## config.mk

```make
export PLATFORM = sky130hd
export DESIGN_NAME = wr_ptr_ctrl
export DESIGN_NICKNAME = d
export VERILOG_FILES = /design/src/rtl/fifo_pkg.sv /design/src/rtl/gray_sync.sv /design/src/rtl/wr_ptr_ctrl.sv
export SDC_FILE = /design/constraint.sdc
export NUM_CORES = 1
export LEC_CHECK = 0
export BUFFER_PORTS_ARGS = -buffer_cell sky130_fd_sc_hd__buf_2
export CORE_MARGIN = 5
export CORE_UTILIZATION = 40
export CTS_BUF_LIST = sky130_fd_sc_hd__clkbuf_4 sky130_fd_sc_hd__clkbuf_8
export DETAILED_ROUTE_END_ITERATION = 6
export GPL_TIMING_DRIVEN = 1
export PLACE_DENSITY_LB_ADDON = 0.05
export SYNTH_ARGS = -nofsm -noshare
export SYNTH_HDL_FRONTEND = slang
export SYNTH_SLANG_ARGS = --single-unit
```

## constraint.sdc

```tcl
create_clock -name wr_clk_i -period 2.3 [get_ports wr_clk_i]
set_clock_uncertainty 0.15 [all_clocks]
set_input_delay 0.23 -clock wr_clk_i [delete_from_list [all_inputs] [get_ports wr_clk_i]]
set_output_delay 0.23 -clock wr_clk_i [all_outputs]
set_load 0.005 [all_outputs]
```

## src/rtl/fifo_pkg.sv

```systemverilog
// Shared pointer helpers for the dual-clock FIFO controllers.
// Gray/binary conversions work on 32-bit vectors; callers size-cast to their pointer width.
package fifo_pkg;

   function automatic int ptr_width(input int depth);
      return $clog2(depth) + 1;
   endfunction

   function automatic logic [31:0] bin2gray(input logic [31:0] bin);
      return bin ^ (bin >> 1);
   endfunction

   // Each binary bit is the XOR of all Gray bits at or above it.
   function automatic logic [31:0] gray2bin(input logic [31:0] gray);
      logic [31:0] bin;
      bin[31] = gray[31];
      for (int i = 30; i >= 0; i--) begin
         bin[i] = bin[i+1] ^ gray[i];
      end
      return bin;
   endfunction

endpackage

```

## src/rtl/gray_sync.sv

```systemverilog
// Multi-flop synchroniser for a Gray-coded pointer bus crossing clock domains.
// Only one bit changes per pointer step, so a per-bit flop chain is safe.
module gray_sync #(
   parameter int WIDTH       = 4,
   parameter int SYNC_STAGES = 2
) (
   input  logic             clock,
   input  logic             reset,
   input  logic [WIDTH-1:0] din,
   output logic [WIDTH-1:0] dout
);

   logic [WIDTH-1:0] stage [SYNC_STAGES];

   always_ff @(posedge clock or posedge reset) begin
      if (reset) begin
         for (int i = 0; i < SYNC_STAGES; i++) begin
            stage[i] <= '0;
         end
      end else begin
         stage[0] <= din;
         for (int i = 1; i < SYNC_STAGES; i++) begin
            stage[i] <= stage[i-1];
         end
      end
   end

   assign dout = stage[SYNC_STAGES-1];

endmodule

```

## src/rtl/wr_ptr_ctrl.sv

```systemverilog
// Write-side pointer and status controller for the UART-path dual-clock FIFO.
// Optional sticky overflow flag (ovf_o / ovf_clr_i) is built when WR_PTR_CTRL_OVF_EN is defined.
module wr_ptr_ctrl
   import fifo_pkg::*;
#(
   parameter int FIFO_WIDTH   = 8,
   parameter int FIFO_DEPTH   = 8,
   parameter int ADDR         = $clog2(FIFO_DEPTH),
   parameter int SYNC_STAGES  = 2,
   parameter int AFULL_THRESH = FIFO_DEPTH - 2,
   parameter int DLY          = 1
) (
   input  logic                  wr_clk_i,
   input  logic                  rst_i,
`ifdef WR_PTR_CTRL_OVF_EN
   input  logic                  ovf_clr_i,
   output logic                  ovf_o,
`endif
   input  logic                  wr_en_i,
   input  logic [FIFO_WIDTH-1:0] wr_data_i,
   input  logic [ADDR:0]         rd_gray_i,
   output logic                  mem_we_o,
   output logic [ADDR-1:0]       mem_addr_o,
   output logic [FIFO_WIDTH-1:0] mem_data_o,
   output logic [ADDR:0]         wr_gray_o,
   output logic                  full_o,
   output logic                  afull_o,
   output logic [ADDR:0]         wr_level_o
);

   localparam int PW = ptr_width(FIFO_DEPTH);
   localparam logic [PW-1:0] AFULL_LVL = PW'(AFULL_THRESH);

   // DLY is kept only for parameter compatibility with the older controller and is range-checked here.
   generate
      if (PW != ADDR + 1 || FIFO_DEPTH < 4 || (FIFO_DEPTH & (FIFO_DEPTH - 1)) != 0 ||
          SYNC_STAGES < 2 || AFULL_THRESH < 1 || AFULL_THRESH > FIFO_DEPTH - 1 || DLY < 0) begin : g_bad_param
         $error("wr_ptr_ctrl: illegal parameter combination");
      end
   endgenerate

   logic          accept;
   logic [PW-1:0] wr_bin;
   logic [PW-1:0] wr_bin_next;
   logic [PW-1:0] wr_gray_next;
   logic [PW-1:0] rd_gray_s;
   logic [PW-1:0] rd_bin_s;
   logic [PW-1:0] full_pattern;
   logic [PW-1:0] level_next;

   gray_sync #(
      .WIDTH       (PW),
      .SYNC_STAGES (SYNC_STAGES)
   ) u_rd_sync (
      .clock (wr_clk_i),
      .reset (rst_i),
      .din   (rd_gray_i),
      .dout  (rd_gray_s)
   );

   assign accept     = wr_en_i & ~full_o & ~rst_i;
   assign mem_we_o   = accept;
   assign mem_addr_o = wr_bin[ADDR-1:0];
   assign mem_data_o = wr_data_i;

   assign wr_bin_next  = wr_bin + PW'(accept);
   assign wr_gray_next = PW'(bin2gray(32'(wr_bin_next)));
   assign rd_bin_s     = PW'(gray2bin(32'(rd_gray_s)));

   // Full when the write pointer is exactly one lap ahead: top two Gray bits inverted, rest equal.
   assign full_pattern = {~rd_gray_s[PW-1:PW-2], rd_gray_s[PW-3:0]};
   assign level_next   = wr_bin_next - rd_bin_s;

   // Status is derived from next-state values so it lines up with the pointer it describes.
   always_ff @(posedge wr_clk_i or posedge rst_i) begin
      if (rst_i) begin
         wr_bin     <= '0;
         wr_gray_o  <= '0;
         full_o     <= 1'b0;
         afull_o    <= 1'b0;
         wr_level_o <= '0;
      end else begin
         wr_bin     <= wr_bin_next;
         wr_gray_o  <= wr_gray_next;
         full_o     <= (wr_gray_next == full_pattern);
         afull_o    <= (level_next >= AFULL_LVL);
         wr_level_o <= level_next;
      end
   end

`ifdef WR_PTR_CTRL_OVF_EN
   // A lost write wins over a clear arriving in the same cycle.
   always_ff @(posedge wr_clk_i or posedge rst_i) begin
      if (rst_i) begin
         ovf_o <= 1'b0;
      end else if (wr_en_i & full_o) begin
         ovf_o <= 1'b1;
      end else if (ovf_clr_i) begin
         ovf_o <= 1'b0;
      end
   end
`endif

endmodule
```

# Word-level counts from Yosys, hierarchy flattened
# Index checks and enable logic that the tools add are counted.
[op_classes] order_cmp=1 eq_ne=1 bitwise_logic=9 n_addsub=2
[op_table] op="$add 4x1->4" count=1
[op_table] op="$eq 4x4->1" count=1
[op_table] op="$ge 4x3->1 const B" count=1
[op_table] op="$sub 4x4->4" count=1
[op_table] op="$xor 4x3->4" count=1
[op_table] op="$xor 1x1->1" count=3
[op_table] op="$and 1x1->1" count=2
[op_table] op="$not 1->1" count=2
[op_table] op="$not 2->2" count=1
[word_totals] reg_bits=22

# Longest topological paths before layout
# Gate-level depths: netlist (run 1).
[logic_depth] depth_word=6 depth_mapped=9 ltp_nobuf=9

# Cells and area by module
# A second synthesis (run 1) with hierarchy kept.
[hier_totals] hier_cells=71 hier_area_um2=935.9
[modules_own_cells] module="wr_ptr_ctrl" instances=1 area_each_um2=701.9 cells_per_inst=58
[modules_own_cells] module="gray_sync" instances=1 area_each_um2=234.0 cells_per_inst=13

# Worst setup path after synthesis (run 1)
# No wires, ideal clock.
[synth_path] kind="flip-flop to flip-flop" startpoint="register full_o" endpoint="register afull_o" path_stages_with_launch=10 period_less_slack_ns=2.453 setup_slack_ns=-0.153 t_arrival_ns=2.170 setup_ns=0.133 t_required_ns=2.017 path_cell_list="dfrtp_1 nor3b_1 ha_1 ha_1 inv_1 fa_1 inv_1 and3_1 a31oi_1 o211ai_1"
[synth_via] elab_chain_cells=6
[synth_rtl] item="start, declared" line="wr_ptr_ctrl.sv:26" source="output logic full_o,"
[synth_rtl] item="start signal, assigned" line="wr_ptr_ctrl.sv:85" source="full_o <= (wr_gray_next == full_pattern);"
[synth_rtl] item="$not 1->1" line="wr_ptr_ctrl.sv:61" source="assign accept = wr_en_i & ~full_o & ~rst_i;"
[synth_rtl] item="$and 1x1->1 (2 in series)" line="wr_ptr_ctrl.sv:61"
[synth_rtl] item="via mem_we_o" line="wr_ptr_ctrl.sv:22" source="output logic mem_we_o,"
[synth_rtl] item="$add 4x1->4" line="wr_ptr_ctrl.sv:66" source="assign wr_bin_next = wr_bin + PW'(accept);"
[synth_rtl] item="via wr_bin_next[1]" line="wr_ptr_ctrl.sv:44" source="logic [PW-1:0] wr_bin_next;"
[synth_rtl] item="$sub 4x4->4" line="wr_ptr_ctrl.sv:72" source="assign level_next = wr_bin_next - rd_bin_s;"
[synth_rtl] item="via level_next[1]" line="wr_ptr_ctrl.sv:49" source="logic [PW-1:0] level_next;"
[synth_rtl] item="$ge 4x3->1" line="wr_ptr_ctrl.sv:86" source="afull_o <= (level_next >= AFULL_LVL);"
[synth_rtl] item="end signal, assigned" line="wr_ptr_ctrl.sv:86"
[synth_rtl] item="end, declared" line="wr_ptr_ctrl.sv:27" source="output logic afull_o,"
# The timed path passes the listed nets, and every way through them passes these cells.

# Worst setup path after layout (run 1)
[layout_path] startpoint="register u_rd_sync.stage, in the netlist u_rd_sync.dout[2]" endpoint="register afull_o"
[layout_via] elab_chain_cells=5
[layout_rtl] item="start, declared" line="gray_sync.sv:13" source="logic [WIDTH-1:0] stage [SYNC_STAGES];"
[layout_rtl] item="start signal, assigned by index" line="gray_sync.sv:23" source="stage[i] <= stage[i-1];"
[layout_rtl] item="$xor 1x1->1 * (2 in series)" line="fifo_pkg.sv:18" source="bin[i] = bin[i+1] ^ gray[i];"
[layout_rtl] item="$xor 1x1->1" line="fifo_pkg.sv:18"
[layout_rtl] item="$sub 4x4->4 *" line="wr_ptr_ctrl.sv:72"
[layout_rtl] item="via level_next[1]" line="wr_ptr_ctrl.sv:49"
[layout_rtl] item="$ge 4x3->1 *" line="wr_ptr_ctrl.sv:86"
# The timed path passes the listed nets; every way through them passes the cells marked *.

==> results.yml, run 1 <==
setup_path:
  critPathArrivalTime_ps: 2380
  critical_path_required_ps: 2330
  worst-path-max-fanout: 2
  r2r_setup_slack_ps: -60
  path_class: "flip-flop to flip-flop"
  endpoint_kind: "flip-flop"
  start_kind: "flip-flop"
yosys:
  synth_xor_area_share_pct: 15.6
  syn_area_um2: 948
  synthCells: 73
  ys_seq_area_share_pct: 55.4
  postSynth.asyncResetShare_pct: 100
  ys.flop_type: "dfrtp_1"
  synth.avg_cell_area_um2: 13.0
  synthesis.nets: 94
  synth_top_family_by_area: "XOR/XNOR gates"
  ys_ff_latch: 21
  synth_edf_count: 0
  yosys.area_share.simple_pct: 3.17
  synth_compound_area_share_pct: 6.60
  synthAdderAreaFrac_pct: 8.71
  yosys_warnings: 0
  synth_cell_types: 21
  synth_mux_area_share_pct: 1.06
detailed_routing:
  drc_errors: 0
  first_pass_iters: 3
  dr_total_vias: 610
  drt_iter0_drc: 5
  wl_met2_um: 823
  met3RoutedLength_um: 124
  routed_wl_mm: 1.56
  wl_met1_um: 578
  topRoutingLayerUsed: "met4"
  viasPerCell: 4.59
  wl_per_cell_um: 11.7
  ant_nets: 0
sta:
  setup_slack_ps: -56.1
  fmax_mhz: 424
  hold_viol_final: 0
  setup_violations: 1
  worstMarginPinSlew_ps: 749
  rsz0062_at_grt: "true"
  finalCriticalPeriod_ps: 2360
  slew_headroom_pct: 50.0
  min_period_over_period_pct: 102
  report.final.slew_viol_count: 0
  worst_hold_slack_ps: 212
final_layout:
  n_antenna_cell: 0
  area_delta_synth_final_pct: 28.0
  layout-drive-gt1-share_pct: 40.0
  multi_input_area_um2: 363
  fillers: 215
  final_cell_mix: "dfrtp_1 (21), buf_2 (20), buf_4 (11)"
  finalInstanceArea_mm2: 0.00121
  final_net_count: 127
  ff_latch_area_um2: 526
  final_common_cell: "dfrtp_1"
grt:
  grt_pass1_wl_mm: 2.81
  antenna_found_initial: 0
  gr-total-overflow: 0
  gr-usage-all-layers_pct: 10.8
  grt_max_degree: 22
  grt_pass1_vias: 649
power_and_ir_drop:
  power.leakage_uw: 0.000598
  peakVddDrop_mv: 0.618
  power.density_mw_per_mm2: 1340
  p_total_uw: 1620
job:
  max_cap_viol_count: 0
floorplanning:
  dieArea_mm2: 0.00345
  fp.coreArea_mm2: 0.00223
  rows: 17
  die_h_um: 58.7
  start_util_pct: 42.5
  io_pins: 37
  dieWidth_um: 58.7
cts:
  clock_path_buffers: 2
  cts_tree: "built"
  cts_made_buffers: 3
  numClockSinks: 21
  insertion_delay_ps: 300
  h-tree-depth: 1
  clk_pin_slew_worst_paths_ps: 110
  cts-root-buf: "clkbuf_4"
placement:
  place.gp.congestion: 0.743
  postPlaceCellArea_mm2: 0.00111
  portBuffers: 20
  post-place-ws_ps: -73.0
  place_hpwl_mm: 1.22
status:
  status: "finished with violations"
  violations: "setup timing"
hold_path:
  hold_path.class: "flip-flop to flip-flop"
through the flow:
step | setup TNS (ps) | instances | utilization [%]
after CTS | -73.3 | 131 | 53.7
final | -56.1 | 133 | 54.3
after global routing | -220 | 133 | 54.3
after floorplan | -17.5 | 73 | -
after detailed placement | -73.0 | 121 | 49.9
after global placement | -1.61 | 121 | 49.9
registers in the layout, indices dropped and copies added, names as in the netlist:
register	cells
u_rd_sync.dout	4
u_rd_sync.stage	4
wr_bin	4
wr_level_o	4
wr_gray_o	3
afull_o	1
full_o	1
synth_stat cells, types with 2 or more instances:
master	instances	share of area (%)
nand3_1	2	1.1
xor2_1	5	4.6
inv_1	8	3.2
xnor2_1	10	9.2
buf_4	8	6.3
dfrtp_1	21	55
ha_1	5	6.6
cells by family after synthesis:
kind of cell    after synthesis
compound gates                8
xor+xnor                     16
fa+ha+maj                     6
buf+inv                      16
flops                        21
mux                           1
simple gates                  5
final cells by class:
class | count | share of cell area (%)
Sequential cell | 21 | 43.3
Inverter | 8 | 2.47
Multi-Input combinational cell | 36 | 29.9
Timing Repair Buffer | 36 | 19.2
Clock inverter | 1 | 0.412
Tap cell | 28 | 2.89
Clock buffer | 3 | 1.86
report_power, final:
| part | switching (uW) | internal (uW) |
|---|---|---|
| combinational | 408 | 476 |
| clock | 105 | 64.8 |
| sequential | 67.0 | 502 |
| total | 580 | 1040 |
final timing paths:
check	from	end	cells past startpoint
min	u_rd_sync.stage[6]	u_rd_sync.dout[2]	0
max	u_rd_sync.dout[2]	afull_o	9
min in group asynchronous	rst_i	full_o	3
max reg2reg	u_rd_sync.dout[2]	afull_o	9
min reg2reg	u_rd_sync.stage[6]	u_rd_sync.dout[2]	0
max in group asynchronous	rst_i	wr_level_o[2]	3
routing by layer:
metal,global-route usage (%),vias up
met5,0,-
met1,11.0,293
met3,5.26,8
met2,19.9,17
li1,-,292
met4,1.94,0
critical path, cell delays in order (launching register included):
cell and delay [ps]:
dfrtp_1 420, xnor2_2 190, xor2_1 230, xnor2_1 100, ha_2 190, fa_1 500
inv_1 50, and3_1 170, a31oi_1 140, o211ai_1 110
what timing repair did:
| action | 4_1_cts | 5_1_grt |
|---|---|---|
| pin swaps | 4 | 3 |
| gates resized for setup | 0 | 0 |
| endpoints found under the hold margin | 25 | 0 |
| hold buffers | 5 | 0 |
| setup endpoints to repair | 1 | 2 |
| setup buffers | 1 | 2 |
No activity file was read; power rests on OpenSTA's default activity.
==> run 2, diff against run 1 <==
- ABC_AREA: not set -> 1
- CORE_MARGIN: 5 -> 3
==> run 2 against run 1 <==
Compared with the run above: the flow now finishes without violations; area after synthesis is 2.5% higher; synthesized cell count is 34% higher; setup slack better by 180 ps; critical path depth is 1 lower; combinational power is 15% lower; first-iteration DRC count stayed put; power is 9.3% lower; design area is 1.0% lower; clock-buffer cell count stayed put; via count is 14% higher; worst hold slack worse by 2.5 ps.
==> results.yml, run 2 <==
final_layout:
  layout-drive-gt1-share_pct: 29.5
  final_common_cell: "nand2_1"
  final_net_count: 144
  finalInstanceArea_mm2: 0.00120
  final_cell_mix: "nand2_1 (23), dfrtp_1 (21), buf_2 (20)"
  area_delta_synth_final_pct: 23.6
  n_antenna_cell: 0
  fillers: 217
detailed_routing:
  ant_nets: 0
  first_pass_iters: 3
  routed_wl_mm: 1.61
  dr_total_vias: 694
  drt_iter0_drc: 5
  viasPerCell: 4.63
  drc_errors: 0
  wl_per_cell_um: 10.7
grt:
  gr-total-overflow: 0
  antenna_found_initial: 0
  grt_pass1_wl_mm: 2.88
  grt_pass1_vias: 704
  gr-usage-all-layers_pct: 11.8
  grt_max_degree: 22
placement:
  place_hpwl_mm: 1.19
  place.gp.congestion: 0.722
  post-place-ws_ps: 77.6
  portBuffers: 20
  postPlaceCellArea_mm2: 0.00107
sta:
  finalCriticalPeriod_ps: 2170
  fmax_mhz: 460
  slew_headroom_pct: 82.9
  hold_viol_final: 0
  rsz0062_at_grt: "false"
  setup_slack_ps: 126
  report.final.slew_viol_count: 0
  tns_ps: 0
  setup_violations: 0
  min_period_over_period_pct: 94.5
  worstMarginPinSlew_ps: 256
  worst_hold_slack_ps: 209
setup_path:
  endpoint_kind: "flip-flop"
  worst-path-max-fanout: 2
  critical_path_required_ps: 2340
  start_kind: "flip-flop"
  path_class: "flip-flop to flip-flop"
  critPathArrivalTime_ps: 2220
yosys:
  ys.flop_type: "dfrtp_1"
  yosysMostFrequentCell: "nand2_1"
  synthCells: 98
  ys_ff_latch: 21
  synth.top_cells.by_area: "dfrtp_1 (54%), nand2_1 (8.9%), nand3_1 (7.2%), ha_1 (6.4%), buf_4 (6.2%)"
  synthesis.nets: 119
  synth_cell_types: 16
  ys_seq_area_share_pct: 54.1
  synth.avg_cell_area_um2: 9.92
  synth_common_cells: "nand2_1 (23), dfrtp_1 (21), inv_1 (15)"
  synth_top_area_cell: "dfrtp_1"
  yosys_warnings: 0
  synth_top_area_share_pct: 54.1
  synth_edf_count: 0
  postSynth.asyncResetShare_pct: 100
  syn_area_um2: 972
cts:
  clock_path_buffers: 2
  cts-root-buf: "clkbuf_4"
  clk_pin_slew_worst_paths_ps: 110
  cts_tree: "built"
  numClockSinks: 21
  h-tree-depth: 1
  cts_made_buffers: 3
  insertion_delay_ps: 300
floorplanning:
  io_pins: 37
  fp.coreArea_mm2: 0.00225
  dieWidth_um: 55.3
  die_h_um: 55.3
  dieArea_mm2: 0.00306
  rows: 17
  start_util_pct: 43.1
status:
  status: "finished clean"
power_and_ir_drop:
  power.density_mw_per_mm2: 1230
  p_switching_uw: 569
  seqPwrFrac_pct: 37.6
  switching_share_pct: 38.6
  p_comb_share_pct: 50.8
  peakVddDrop_mv: 0.602
  p_total_uw: 1470
  intPower_uw: 903
  p_clk_share_pct: 11.7
  power.leakage_uw: 0.000641
job:
  max_cap_viol_count: 0
hold_path:
  hold_path.class: "flip-flop to flip-flop"
## run 2: power groups by stage
stage               Sequential (uW)  Clock, uW  Combinational, uW
floorplan                       577          0                463
global placement                557          0                682
detailed placement              559          0                687
CTS                             553        185                702
global route                    567        195                877
finish                          553        171                747
## run 2: path summary, 6_finish.rpt
check | startpoint | end | depth (start not counted) | slack (ps)
max | u_rd_sync.dout[2] | afull_o | 8 | 130
min | u_rd_sync.stage[7] | u_rd_sync.dout[3] | 0 | 210
max reg2reg | u_rd_sync.dout[2] | afull_o | 8 | 130
min reg2reg | u_rd_sync.stage[7] | u_rd_sync.dout[3] | 0 | 210
max in group asynchronous | rst_i | wr_bin[1] | 4 | 1400
min in group asynchronous | rst_i | wr_gray_o[0] | 4 | 390
## run 2: cell type report
class                           instances  area (um2)  area share (%)
Tap cell                               28        35.0            2.92
Multi-Input combinational cell         54         380            31.7
Sequential cell                        21         526            43.8
Clock inverter                          1        5.00           0.417
Timing Repair Buffer                   28         173            14.4
Clock buffer                            3        22.5            1.88
Inverter                               15        60.1            5.00
## run 2: per-stage QoR
step	utilization [%]	std cells
4_1_cts	51.1	148
3_3_place_gp	47.6	139
2_1_floorplan	-	98
5_1_grt	53.3	150
6_report	53.3	150
3_5_place_dp	47.6	139
## run 2: timing repair
action | CTS | global route
hold endpoints to repair | 25 | 0
hold buffers | 5 | 0
gates resized for setup | 0 | 4
endpoints found under the setup margin | 0 | 2
setup buffers | 0 | 2
## run 2: worst max-delay path: stages (launching register included)
cell	delay [ps]
dfrtp_1	460
xnor2_4	190
xor2_2	190
xor2_1	150
ha_1	210
fa_1	420
xnor2_2	160
nand2_1	60
nand3_1	80
## run 2: cells by family after synthesis
family	Yosys count	synth area share (%)
AO/OA/AOI/OAI	2	1.29
XOR/XNOR	5	6.05
adder cells (fa/ha/maj)	6	8.49
buffers and inverters	23	12.0
flip-flops	21	54.1
AND/OR/NAND/NOR	41	18.1
## run 2: metal layers
metal	GRT usage [%]	up-vias	share of wire [%]	wire [um]
met4	6.25	0	4.9	78
met1	13.6	313	44	701
met3	3.50	13	4.7	75
met2	19.6	20	47	749
li1	-	348	-	-
met5	0	-	0	0
